==> src/rtl/uart_bridge_pkg.sv <==
// uart_bridge_pkg: shared state encoding and command/reply bytes for the UART bus bridge
package uart_bridge_pkg;
   typedef enum logic [2:0] {IDLE, GET_ADDR, GET_DATA, WAIT_GRANT, ACCESS, WAIT_RDATA, SEND} state_t;
   localparam logic [7:0] CMD_WRITE  = 8'h57;
   localparam logic [7:0] CMD_READ   = 8'h52;
   localparam logic [7:0] CMD_NEXT_W = 8'h4E;
   localparam logic [7:0] CMD_NEXT_R = 8'h4D;
   localparam logic [7:0] RSP_ACK    = 8'h06;
   localparam logic [7:0] RSP_NAK    = 8'h15;
endpackage

==> src/rtl/bridge_shift_reg.sv <==
// bridge_shift_reg: 32-bit LSB-first byte shifter; bytes enter at the top, leave at the bottom
module bridge_shift_reg (
   input  logic        clk,
   input  logic        rst,
   input  logic        clr,
   input  logic        load,
   input  logic        shift,
   input  logic [7:0]  din,
   input  logic [31:0] load_word,
   output logic [31:0] word,
   output logic [1:0]  cnt
);
   always_ff @(posedge clk or negedge rst) begin
      if (!rst) begin
         word <= '0;
         cnt  <= '0;
      end else if (load) begin
         word <= load_word;
         cnt  <= '0;
      end else if (clr) begin
         cnt  <= '0;
      end else if (shift) begin
         word <= {din, word[31:8]};
         cnt  <= cnt + 2'd1;
      end
   end
endmodule

==> src/rtl/uart_bus_bridge.sv <==
// uart_bus_bridge: UART byte frames to single-word bus accesses, arbitrating via bus_hold/bus_grant.
// Define BRIDGE_AUTOINC_EN to enable the 'N'/'M' address auto-increment commands.
module uart_bus_bridge
   import uart_bridge_pkg::*;
#(
   parameter int TIMEOUT_CYCLES = 100000,
   parameter int RD_LATENCY     = 1
) (
   input  logic        clk,
   input  logic        rst,
   input  logic        rx_valid,
   input  logic [7:0]  rx_byte,
   output logic        tx_valid,
   input  logic        tx_ready,
   output logic [7:0]  tx_byte,
   output logic        bus_hold,
   input  logic        bus_grant,
   output logic        bus_req,
   output logic        bus_we,
   output logic [31:0] bus_addr,
   output logic [31:0] bus_wdata,
   input  logic [31:0] bus_rdata,
   output logic        busy,
   output logic [7:0]  err_count
);
   localparam int TW = $clog2(TIMEOUT_CYCLES + 1);
`ifdef BRIDGE_AUTOINC_EN
   localparam bit AUTOINC = 1'b1;
`else
   localparam bit AUTOINC = 1'b0;
`endif
   state_t state;
   logic [TW-1:0] idle_cnt;
   logic [1:0] lat_cnt, tx_last, rx_cnt, tx_cnt;
   logic [31:0] rx_word, tx_word, tx_load_word;
   logic in_get, timeout, next_cmd, cmd_ok, nak, tx_hs, tx_load, unused_tx;
   assign in_get = state == GET_ADDR || state == GET_DATA;
   assign timeout = in_get && !rx_valid && idle_cnt == TW'(TIMEOUT_CYCLES - 1);
   assign next_cmd = AUTOINC && (rx_byte == CMD_NEXT_W || rx_byte == CMD_NEXT_R);
   assign cmd_ok = rx_byte == CMD_WRITE || rx_byte == CMD_READ || next_cmd;
   assign nak = state == IDLE && rx_valid && !cmd_ok;
   assign tx_hs = state == SEND && tx_ready;
   assign tx_load = nak || (state == ACCESS && bus_we) || (state == WAIT_RDATA && lat_cnt == 2'(RD_LATENCY));
   assign tx_load_word = state == WAIT_RDATA ? bus_rdata : {24'h0, state == IDLE ? RSP_NAK : RSP_ACK};
   assign tx_valid = state == SEND;
   assign tx_byte = tx_word[7:0];
   assign bus_hold = state == WAIT_GRANT || state == ACCESS || state == WAIT_RDATA;
   assign bus_req = state == ACCESS;
   assign bus_wdata = rx_word;
   assign busy = state != IDLE;
   assign unused_tx = ^tx_word[31:8];

   bridge_shift_reg u_rx (
      .clk(clk), .rst(rst), .clr(timeout), .load(1'b0), .shift(in_get && rx_valid),
      .din(rx_byte), .load_word(32'h0), .word(rx_word), .cnt(rx_cnt)
   );
   bridge_shift_reg u_tx (
      .clk(clk), .rst(rst), .clr(1'b0), .load(tx_load), .shift(tx_hs),
      .din(8'h00), .load_word(tx_load_word), .word(tx_word), .cnt(tx_cnt)
   );

   always_ff @(posedge clk or negedge rst) begin
      if (!rst) begin
         state     <= IDLE;
         idle_cnt  <= '0;
         lat_cnt   <= '0;
         tx_last   <= '0;
         bus_we    <= 1'b0;
         bus_addr  <= '0;
         err_count <= '0;
      end else begin
         idle_cnt <= (in_get && !rx_valid) ? idle_cnt + TW'(1) : '0;
         lat_cnt  <= (state == WAIT_RDATA) ? lat_cnt + 2'd1 : 2'd1;
         if (tx_load) tx_last <= (state == WAIT_RDATA) ? 2'd3 : 2'd0;
         if ((timeout || nak) && err_count != 8'hFF) err_count <= err_count + 8'd1;
         case (state)
            IDLE: if (rx_valid) begin
               if (!cmd_ok) state <= SEND;
               else if (next_cmd) begin
                  bus_addr <= bus_addr + 32'd4;
                  bus_we   <= rx_byte == CMD_NEXT_W;
                  state    <= rx_byte == CMD_NEXT_W ? GET_DATA : WAIT_GRANT;
               end else begin
                  bus_we <= rx_byte == CMD_WRITE;
                  state  <= GET_ADDR;
               end
            end
            GET_ADDR: if (timeout) state <= IDLE;
               else if (rx_valid && rx_cnt == 2'd3) begin
                  // word address: the two byte-select bits are dropped at capture
                  bus_addr <= {rx_byte, rx_word[31:10], 2'b00};
                  state    <= bus_we ? GET_DATA : WAIT_GRANT;
               end
            GET_DATA: if (timeout) state <= IDLE;
               else if (rx_valid && rx_cnt == 2'd3) state <= WAIT_GRANT;
            WAIT_GRANT: if (bus_grant) state <= ACCESS;
            ACCESS: state <= bus_we ? SEND : WAIT_RDATA;
            WAIT_RDATA: if (lat_cnt == 2'(RD_LATENCY)) state <= SEND;
            SEND: if (tx_hs && tx_cnt == tx_last) state <= IDLE;
            default: state <= IDLE;
         endcase
      end
   end
endmodule
==> config.mk <==
export PLATFORM = sky130hd
export DESIGN_NAME = uart_bus_bridge
export DESIGN_NICKNAME = d
export VERILOG_FILES = /design/src/rtl/uart_bridge_pkg.sv /design/src/rtl/bridge_shift_reg.sv /design/src/rtl/uart_bus_bridge.sv
export SDC_FILE = /design/constraint.sdc
export NUM_CORES = 1
export LEC_CHECK = 0
export CORE_AREA = 3 3 115 117
export CTS_BUF_LIST = sky130_fd_sc_hd__clkbuf_4 sky130_fd_sc_hd__clkbuf_8
export DETAILED_ROUTE_END_ITERATION = 6
export DIE_AREA = 0 0 118 120
export PLACE_DENSITY = 0.78
export SKIP_CTS_REPAIR_TIMING = 1
export SYNTH_ARGS = -nofsm -noshare
export SYNTH_HDL_FRONTEND = slang
export SYNTH_SLANG_ARGS = --single-unit
==> constraint.sdc <==
create_clock -name clk -period 2 [get_ports clk]
set_input_delay 0.4 -clock clk [delete_from_list [all_inputs] [get_ports clk]]
set_output_delay 0.4 -clock clk [all_outputs]
set_load 0.01 [all_outputs]
==> results of run 1 <==
## where the power goes
group	leakage, nW	switching [mW]	internal (mW)
Sequential	1.66	0.726	3.62
Clock	0.224	1.03	1.46
Combinational	1.59	2.29	2.95
## stage by stage
step / util (%) / setup WS, ns / hold slack, ns / instance area (um2)
3_3_place_gp: 59.4 / -0.538 / 0.240 / 7410
4_1_cts: 63.1 / -0.449 / -0.240 / 7860
6_report: 63.9 / 0.0533 / 0.342 / 7970
3_5_place_dp: 59.4 / -0.642 / 0.241 / 7410
2_1_floorplan: - / 0.0398 / 0.104 / 5780
5_1_grt: 63.9 / -0.0181 / 0.311 / 7970
## logic make-up (layout without fill, tap and decap cells)
kind of cell	count (synthesis)	in the layout	synth area share, %
muxes	65	65	12.6
DFF	130	130	56.4
AOI/OAI and AO/OA	80	80	10.3
adders and majority gates	4	4	0.867
and+or+nand+nor	138	138	12.1
buffers and inverters	42	202	3.86
xor gates and xnor gates	25	25	3.79
other	1	2	0.0650
## routing by layer
metal / part of all wire (%) / GRT usage, % / routed length (um) / vias to the layer above
li1: - / - / - / 2028
met1: 43 / 25.6 / 6070 / 2199
met2: 51 / 33.7 / 7120 / 136
met3: 4.1 / 4.71 / 573 / 23
met4: 2.1 / 7.69 / 291 / 0
met5: 0 / 0 / 0 / -
## critical path, stage by stage (launching register included)
cell and delay [ns]:
sky130_fd_sc_hd__dfrtp_1 0.38, sky130_fd_sc_hd__or4b_4 0.57, sky130_fd_sc_hd__a31oi_4 0.23, sky130_fd_sc_hd__buf_4 0.16
sky130_fd_sc_hd__nor2_2 0.06, sky130_fd_sc_hd__nand2_2 0.14, sky130_fd_sc_hd__clkbuf_16 0.18, sky130_fd_sc_hd__a2bb2oi_1 0.15
## sequential cells by signal, summed over array words and instances, names as in the netlist
signal,count
bus_addr,30
u_rx.cnt,2
idle_cnt,17
lat_cnt,2
err_count,8
u_tx.cnt,2
u_tx.word,32
bus_we,1
u_rx.word,32
state,3
tx_last,1
## layout by cell type (no fill, tap or decap), types with 6 or more instances in the layout
master | Yosys | routed
sky130_fd_sc_hd__nor3_1 | 13 | 12
sky130_fd_sc_hd__a21oi_1 | 7 | 7
sky130_fd_sc_hd__xor2_1 | 17 | 17
sky130_fd_sc_hd__clkbuf_8 | 0 | 19
sky130_fd_sc_hd__a22o_1 | 8 | 8
sky130_fd_sc_hd__buf_4 | 11 | 29
sky130_fd_sc_hd__a2bb2oi_1 | 20 | 18
sky130_fd_sc_hd__buf_12 | 0 | 6
sky130_fd_sc_hd__nor2_1 | 27 | 25
sky130_fd_sc_hd__nand3_1 | 15 | 15
sky130_fd_sc_hd__o21ai_0 | 24 | 24
sky130_fd_sc_hd__nand2_1 | 42 | 41
sky130_fd_sc_hd__dfrtp_1 | 130 | 130
sky130_fd_sc_hd__xnor2_1 | 8 | 8
sky130_fd_sc_hd__clkdlybuf4s50_1 | 0 | 122
sky130_fd_sc_hd__mux2_2 | 63 | 63
## area by class of cell
class                      instances  area [um2]
tap                              172         215
timing repair buffer             165        1660
inverter                           5        18.8
clock buffer                      21         277
multi-input combinational        314        2370
fill                             947        4490
clock inverter                    11         175
sequential                       130        3250
## final timing paths
kind                                           start                        end  cells past startpoint
worst min-delay path                             rst   bus_addr[11]$_DFFE_PN0P_                      2
max in group asynchronous                        rst   bus_addr[16]$_DFFE_PN0P_                      3
worst max-delay path            state[1]$_DFFE_PN0P_  u_tx.word[17]$_DFFE_PN0P_                      7
min in group clk                lat_cnt[0]$_DFF_PN0_       lat_cnt[0]$_DFF_PN0_                      1
worst min register to register  lat_cnt[0]$_DFF_PN0_       lat_cnt[0]$_DFF_PN0_                      1
worst max register to register  state[1]$_DFFE_PN0P_  u_tx.word[17]$_DFFE_PN0P_                      7
==> results.yml, run 1 <==
job:
  cap_violations: 0
timing:
  largest_clock_skew_in_the_final_design_ns: 0.0166
  setup_tns_ns: 0
  report.final.setup_viol: 0
  maxClockFrequency_ghz: 0.514
  final.period_utilization_pct: 97.3
  max_slew_margin_pct: 63.7
  max_slew.worst_pin.slew_ns: 0.544
  timing_max_transition_violations_final: 0
  finalCriticalPeriod_ns: 1.95
  final_hold_vio_count: 0
clock_network:
  maximum_count_of_clock_buffers_along_a_single_path: 2
  worstSkewPairLatency_ns: 0.44
  ctsHtreeMaxLevel: 4
  cts_tree: "done"
  clock_tree.root_cell: "sky130_fd_sc_hd__clkbuf_8"
  cts.clk_slew.worst_paths_ns: 0.07
  cts_made_buffers: 17
  cts_sinks: 130
detailed_routing:
  dr_vias: 4386
  postRouteWirelength_um: 14100
  drtAntennaViolNets: 0
  remaining_drc_errors: 0
  viasPerCell: 5.36
  drt_iter0_markers: 365
  drt-pass1-iter-count: 5
  wire_length_per_cell_after_detailed_routing_um: 17.2
die:
  coreArea_mm2: 0.0125
  floorplan.rows: 41
  effective_utilization_at_floorplan_pct: 46.3
  dieHeight_um: 120
  floorplan.io_pins: 130
  full_die_area_mm2: 0.0142
  die_w_um: 118
setup_path:
  r2r_slack_ns: 0.05
  cp_data_arrival_time_ns: 2.30
  criticalPathCategory: "reg2reg"
  cp-end-kind: "flop"
  critPathRequiredTime_ns: 2.35
  crit_path_max_fo: 10
  worst_setup_path_start_kind: "flop"
yosys:
  synth-edff-count: 0
  syn-cell-area_mm2: 0.00577
  ys_warn_count: 0
  yosys_most_used_dff: "sky130_fd_sc_hd__dfrtp_1"
  synth_top_area_share_pct: 56.4
  ys_top_cells_by_area: "sky130_fd_sc_hd__dfrtp_1 (56%), sky130_fd_sc_hd__mux2_2 (12%), sky130_fd_sc_hd__a2bb2oi_1 (3.0%)"
  async_flop_share_pct: 100
  synthMostInstantiatedCell: "sky130_fd_sc_hd__dfrtp_1"
  synth_seq_cells: 130
  mean_area_per_synthesized_cell_um2: 11.9
  synth.cells.most_frequent: "sky130_fd_sc_hd__dfrtp_1 (130), sky130_fd_sc_hd__mux2_2 (63), sky130_fd_sc_hd__nand2_1 (42)"
  yosysSeqAreaShare_pct: 56.4
  synthesis.instances: 485
  synth_area_leader_cell: "sky130_fd_sc_hd__dfrtp_1"
  synth.lib_cells_used.distinct: 51
final_layout:
  antenna_cells_inserted: 0
  layout.nets: 682
  layout-drive-gt1-share_pct: 23.4
  stdcell_count: 818
  areaGrowthSynthToFinish_pct: 38.1
status:
  run_status: "finished clean"
global_route:
  gr-total-overflow: 0
  largest_net_degree_at_the_start_of_global_routing: 65
  grt_first_pass_wirelength_um: 22600
  track_usage_pct: 20.1
  grt_pass1_vias: 4400
  grt_antenna_before_repair: 0
placed_design:
  buffer_ports.inserted: 127
  post-place-cells: 784
  dp_hpwl_um: 9700
  gp_routability_congestion: 0.812
power_and_ir_drop:
  powerDensity_mw_per_mm2: 1520
  fin_total_pwr_mw: 12.1
  power.ir.vdd_worst_uv: 674
  static-leakage-power_nw: 3.48
min_path:
  hold_path.class: "in2async"
No activity file was read; power rests on OpenSTA's default activity.
==> inputs of run 2 (changes only) <==
CELL_PAD_IN_SITES_DETAIL_PLACEMENT = 0   (was not set)
CELL_PAD_IN_SITES_GLOBAL_PLACEMENT = 1   (was not set)
CORE_AREA = 3 3 129 131   (was 3 3 115 117)
DIE_AREA = 0 0 132 134   (was 0 0 118 120)
PLACE_DENSITY = not set   (was 0.78)
PLACE_DENSITY_LB_ADDON = 0.1   (was not set)
==> run 2 against run 1 <==
Effect of this change: design area is 3.6% higher; highest routed layer unchanged; largest cell class unchanged; critical endpoint is now err_count[1]$_DFFE_PN0P_; worst hold slack better by 0.11 ns; register-to-register slack got worse by 0.08 ns; maximum frequency shrank 4.1%; critical path type unchanged; the run now ends with negative setup slack left; largest power group unchanged.
==> results.yml, run 2 (same netlist as run 1, synthesis figures left out) <==
setup_path:
  crit_path_max_fo: 6
  criticalPathCategory: "reg2reg"
  cp_data_arrival_time_ns: 2.36
  worst_setup_path_start_kind: "flop"
  cp-end-kind: "flop"
  critPathRequiredTime_ns: 2.33
  cp_startpoint: "state[2]$_DFFE_PN0P_"
  critical_path.reg2reg.startpoint: "state[2]$_DFFE_PN0P_"
final_layout:
  layout-drive-gt1-share_pct: 28.0
  areaGrowthSynthToFinish_pct: 43.1
  multiInputGateArea_mm2: 0.00251
  layout.nets: 693
  antenna_cells_inserted: 0
  stdcell_count: 873
  utilization_pct: 52.6
  most-common-layout-cells: "sky130_fd_sc_hd__dfrtp_1 (130), sky130_fd_sc_hd__clkdlybuf4s50_1 (122), sky130_fd_sc_hd__mux2_2 (62)"
  area.sequential_mm2: 0.00325
  mostFrequentLayoutCell: "sky130_fd_sc_hd__dfrtp_1"
  fillerInstances: 1392
  largest_registers: "u_rx.word: 32 flops, u_tx.word: 32 flops, bus_addr: 30 flops"
timing:
  final_hold_vio_count: 0
  setup_slack_ns: -0.0296
  maxClockFrequency_ghz: 0.493
  timing_max_transition_violations_final: 0
  max_slew.worst_pin.slew_ns: 0.728
  max_slew_margin_pct: 51.3
  grt_setup_unrepaired: "true"
  largest_clock_skew_in_the_final_design_ns: 0.0106
  report.final.setup_viol: 6
  final.period_utilization_pct: 101
  finalCriticalPeriod_ns: 2.03
status:
  run_status: "finished with violations"
  failed_checks: "negative setup slack"
clock_network:
  cts_sinks: 130
  cts_tree: "done"
  worstSkewPairLatency_ns: 0.44
  cts.clk_slew.worst_paths_ns: 0.08
  cts_made_buffers: 17
  ctsHtreeMaxLevel: 4
  maximum_count_of_clock_buffers_along_a_single_path: 2
  clock_tree.root_cell: "sky130_fd_sc_hd__clkbuf_8"
detailed_routing:
  remaining_drc_errors: 0
  wire_length_per_cell_after_detailed_routing_um: 15.9
  viasPerCell: 4.93
  postRouteWirelength_um: 13900
  dr_vias: 4300
  drt-pass1-iter-count: 4
  drtAntennaViolNets: 0
  drt_iter0_markers: 171
min_path:
  hold_path.class: "reg2reg"
  hold_start: "lat_cnt[0]$_DFF_PN0_"
placed_design:
  buffer_ports.inserted: 127
  gp_routability_congestion: 0.742
  post-place-cells: 836
  dp_hpwl_um: 9800
global_route:
  gr-total-overflow: 0
  grt_antenna_before_repair: 0
  grt_first_pass_wirelength_um: 22700
  largest_net_degree_at_the_start_of_global_routing: 68
  track_usage_pct: 16.0
  grt_pass1_vias: 4337
power_and_ir_drop:
  clockPowerShare_pct: 20.2
  p_seq_share_pct: 34.9
  switching_power_mw: 4.10
  fin_total_pwr_mw: 12.4
  net_switching_share_of_the_total_power_pct: 33.1
  p_int_mw: 8.30
  static-leakage-power_nw: 3.56
  power.ir.vdd_worst_uv: 706
  combPwrFrac_pct: 44.9
  powerDensity_mw_per_mm2: 1500
die:
  full_die_area_mm2: 0.0177
  coreArea_mm2: 0.0157
  effective_utilization_at_floorplan_pct: 36.7
  die_w_um: 132
  dieHeight_um: 134
  floorplan.io_pins: 130
  floorplan.rows: 46
job:
  cap_violations: 0
==> run 2: cell count changes in the layout (fill, tap and decap cells not counted), moves of 2 or more <==
| cell | before | now |
|---|---|---|
| sky130_fd_sc_hd__a2bb2oi_1 | 18 | 2 |
| sky130_fd_sc_hd__a2bb2oi_2 | 2 | 18 |
| sky130_fd_sc_hd__buf_4 | 29 | 38 |
| sky130_fd_sc_hd__buf_6 | 1 | 4 |
| sky130_fd_sc_hd__clkbuf_4 | 2 | 0 |
| sky130_fd_sc_hd__nor3_1 | 12 | 10 |
| sky130_fd_sc_hd__nor4_1 | 4 | 1 |
| sky130_fd_sc_hd__nor4_2 | 0 | 4 |
==> run 2: path summary, 6_finish.rpt <==
kind | endpoint | slack (ns) | cells past startpoint
min reg2reg | lat_cnt[0]$_DFF_PN0_ | 0.45 | 1
min in group asynchronous | bus_addr[7]$_DFFE_PN0P_ | 0.51 | 3
max in group asynchronous | idle_cnt[12]$_DFF_PN0_ | 1.17 | 3
max reg2reg | err_count[1]$_DFFE_PN0P_ | -0.03 | 6
min | lat_cnt[0]$_DFF_PN0_ | 0.45 | 1
max | err_count[1]$_DFFE_PN0P_ | -0.03 | 6
==> run 2: critical path, stage by stage (launching register included) <==
cell,delay [ns]
sky130_fd_sc_hd__dfrtp_1,0.43
sky130_fd_sc_hd__or4b_4,0.58
sky130_fd_sc_hd__a31oi_4,0.21
sky130_fd_sc_hd__buf_6,0.15
sky130_fd_sc_hd__a31oi_4,0.06
sky130_fd_sc_hd__nor2_2,0.16
sky130_fd_sc_hd__mux2_4,0.31
==> run 2: per-stage QoR <==
step                      hold slack [ns]  TNS, ns  instance area [um2]  setup WS, ns
final                               0.450  -0.0782                 8260       -0.0296
after CTS                         -0.0525    -3.74                 7980        -0.455
after floorplan                     0.104        0                 5780        0.0398
after detailed placement            0.443   -21.26                 7520        -0.599
after global routing                0.487    -1.31                 8260       -0.0898
after global placement              0.425   -19.79                 7520        -0.517
==> run 2: layout make-up <==
type                    count  area share (%)
clock buffers              20            3.33
clock inverters            12            2.17
inverters                   5           0.227
multi-input cells         314            30.4
flip-flops and latches    130            39.4
well taps                 216            3.27
repair buffers            176            21.3
==> run 2: layer usage <==
metal | track usage, % | wire length, um | vias to the layer above
li1 | - | - | 2038
met1 | 20.4 | 6130 | 2154
met2 | 26.4 | 7000 | 86
met3 | 3.86 | 524 | 22
met4 | 6.65 | 263 | 0
met5 | 0 | 0 | -
==> run 2: power groups by stage <==
stage                     logic (mW)  registers [mW]  clock network (mW)
after floorplan                 2.60            4.46                   0
after global placement          4.97            4.33                   0
after detailed placement        5.03            4.36                   0
after CTS                       5.06            4.32                2.60
after global routing            6.03            4.47                2.72
final                           5.56            4.33                2.50
==> inputs of run 3 (changes only) <==
CELL_PAD_IN_SITES_DETAIL_PLACEMENT = not set   (was 0)
CELL_PAD_IN_SITES_GLOBAL_PLACEMENT = not set   (was 1)
CORE_AREA = 3 3 115 117   (was 3 3 129 131)
DIE_AREA = 0 0 118 120   (was 0 0 132 134)
PLACE_DENSITY = 0.88   (was not set)
PLACE_DENSITY_LB_ADDON = not set   (was 0.1)
TNS_END_PERCENT = 10   (was not set)
==> run 3 against run 2 <==
Effect of this change: the run now ends clean; critical path depth decreased by 2; flip-flop and latch count unchanged; register-to-register slack improved by 0.12 ns; non-clock buffer count decreased by 10; clock power decreased by 11%; critical path type is now reg2out.
==> results.yml, run 3 (same netlist as run 1, synthesis figures left out) <==
power_and_ir_drop:
  power.ir.vdd_worst_uv: 552
  combPwrFrac_pct: 43.7
  switching_power_mw: 3.94
  powerDensity_mw_per_mm2: 1480
  p_seq_share_pct: 37.2
  net_switching_share_of_the_total_power_pct: 33.8
  static-leakage-power_nw: 3.45
  p_int_mw: 7.72
  clockPowerShare_pct: 19.1
  fin_total_pwr_mw: 11.7
setup_path:
  r2r_slack_ns: 0.09
  worst-path-stages: 4
  slowest_stage: "sky130_fd_sc_hd__dfrtp_1"
  cp_cell_sequence: "buf_4 -> nor3_2 -> inv_1 -> dlymetal6s2s_1"
  critical_path.reg2reg.startpoint: "idle_cnt[0]$_DFF_PN0_"
  worst-path-buf-inv: 3
  cp-end-kind: "primary output"
  worst_setup_path_start_kind: "flop"
  criticalPathCategory: "reg2out"
  cp_startpoint: "state[1]$_DFFE_PN0P_"
  crit_path_max_fo: 14
  critPathRequiredTime_ns: 1.60
  worst_path_largest_cell_delay_ns: 0.39
  worst_path_dominant_cell_family: "buffers and inverters"
  cp_data_arrival_time_ns: 1.53
  r2r_worst_path_depth: 7
final_layout:
  fillerInstances: 905
  areaGrowthSynthToFinish_pct: 36.6
  utilization_pct: 63.3
  mostFrequentLayoutCell: "sky130_fd_sc_hd__dfrtp_1"
  area.sequential_mm2: 0.00325
  largest_registers: "u_rx.word: 32 flops, u_tx.word: 32 flops, bus_addr: 30 flops"
  stdcell_area_mm2: 0.00789
  most-common-layout-cells: "sky130_fd_sc_hd__dfrtp_1 (130), sky130_fd_sc_hd__clkdlybuf4s50_1 (122), sky130_fd_sc_hd__mux2_2 (63)"
  layout-drive-gt1-share_pct: 22.6
  layout.nets: 683
  antenna_cells_inserted: 0
  multiInputGateArea_mm2: 0.00234
placed_design:
  gp_routability_congestion: 0.869
  placement.setup.worst_slack_ns: -0.441
  buffer_ports.inserted: 127
  placement.cell_area_mm2: 0.00742
  dp_hpwl_um: 10400
global_route:
  largest_net_degree_at_the_start_of_global_routing: 42
  track_usage_pct: 20.3
  globalRouteMet3Util_pct: 3.91
  globalRouteMet2Util_pct: 34.5
  grt_pass1_vias: 4550
  gr-max-usage-layer: "met2"
  grt_antenna_before_repair: 0
  grt_first_pass_wirelength_um: 23000
  gr-total-overflow: 0
  grt_use_met1_pct: 25.0
detailed_routing:
  wire_length_per_cell_after_detailed_routing_um: 17.5
  dr_vias: 4459
  remaining_drc_errors: 0
  postRouteWirelength_um: 14300
  viasPerCell: 5.45
  drtAntennaViolNets: 0
  drt-pass1-iter-count: 5
  drt_iter0_markers: 372
min_path:
  cell_depth_of_the_worst_hold_path: 1
  hold_path.class: "reg2reg"
  hold_start: "lat_cnt[0]$_DFF_PN0_"
clock_network:
  cts_made_buffers: 17
  cts_tree: "done"
  clock_tree.root_cell: "sky130_fd_sc_hd__clkbuf_8"
  worstSkewPairLatency_ns: 0.43
  ctsHtreeMaxLevel: 4
  maximum_count_of_clock_buffers_along_a_single_path: 2
  cts_sinks: 130
  cts.clk_slew.worst_paths_ns: 0.07
die:
  dieHeight_um: 120
  full_die_area_mm2: 0.0142
  die_w_um: 118
  floorplan.rows: 41
  coreArea_mm2: 0.0125
  effective_utilization_at_floorplan_pct: 46.3
  floorplan.io_pins: 130
timing:
  report.final.setup_viol: 0
  setup_slack_ns: 0.0729
  final.period_utilization_pct: 96.4
  timing_max_transition_violations_final: 0
  largest_clock_skew_in_the_final_design_ns: 0.0118
  finalCriticalPeriod_ns: 1.93
  max_slew.worst_pin.slew_ns: 0.564
  setup_tns_ns: 0
  max_slew_margin_pct: 62.2
  final_hold_vio_count: 0
  grt_setup_unrepaired: "true"
  maxClockFrequency_ghz: 0.519
job:
  cap_violations: 0
status:
  run_status: "finished clean"
## run 3: power by group through the flow
stage	combinational (mW)	sequential (mW)	clock, mW
finish	5.09	4.34	2.23
global route	5.47	4.46	2.38
CTS	5.08	4.33	2.27
detailed placement	5.07	4.37	0
global placement	4.88	4.30	0
floorplan	2.60	4.46	0
## run 3: worst register-to-register path: cells and delay by family (launching register included)
family	cells	cell delay (ns)
and+or+nand+nor	3	0.74
DFF	1	0.40
adders and majority gates	1	0.21
buffers and inverters	1	0.18
xor gates and xnor gates	1	0.18
AOI/OAI and AO/OA	1	0.15
## run 3: layer usage
layer | up-vias | share of wire, %
li1 | 2024 | -
met1 | 2240 | 41
met2 | 160 | 52
met3 | 35 | 4.1
met4 | 0 | 2.9
met5 | - | 0
## run 3: stage by stage
stage	cells	hold slack, ns
after floorplan	486	0.104
after global placement	786	0.379
after detailed placement	786	0.385
after CTS	817	-0.0867
after global routing	818	0.481
final	818	0.450
## run 3: area by class of cell
| type | count | share of cell area (%) |
|---|---|---|
| Clock inverter | 9 | 1.32 |
| Multi-Input combinational cell | 314 | 29.7 |
| Timing Repair Buffer | 166 | 21.0 |
| Tap cell | 172 | 2.73 |
| Clock buffer | 22 | 3.76 |
| Inverter | 5 | 0.238 |
| Sequential cell | 130 | 41.2 |
## run 3: final timing paths
| check | end |
|---|---|
| max | busy |
| min | lat_cnt[0]$_DFF_PN0_ |
| max reg2reg | err_count[7]$_DFFE_PN0P_ |
| min reg2reg | lat_cnt[0]$_DFF_PN0_ |
| max in group asynchronous | u_tx.word[28]$_DFFE_PN0P_ |
| min in group asynchronous | u_tx.word[15]$_DFFE_PN0P_ |
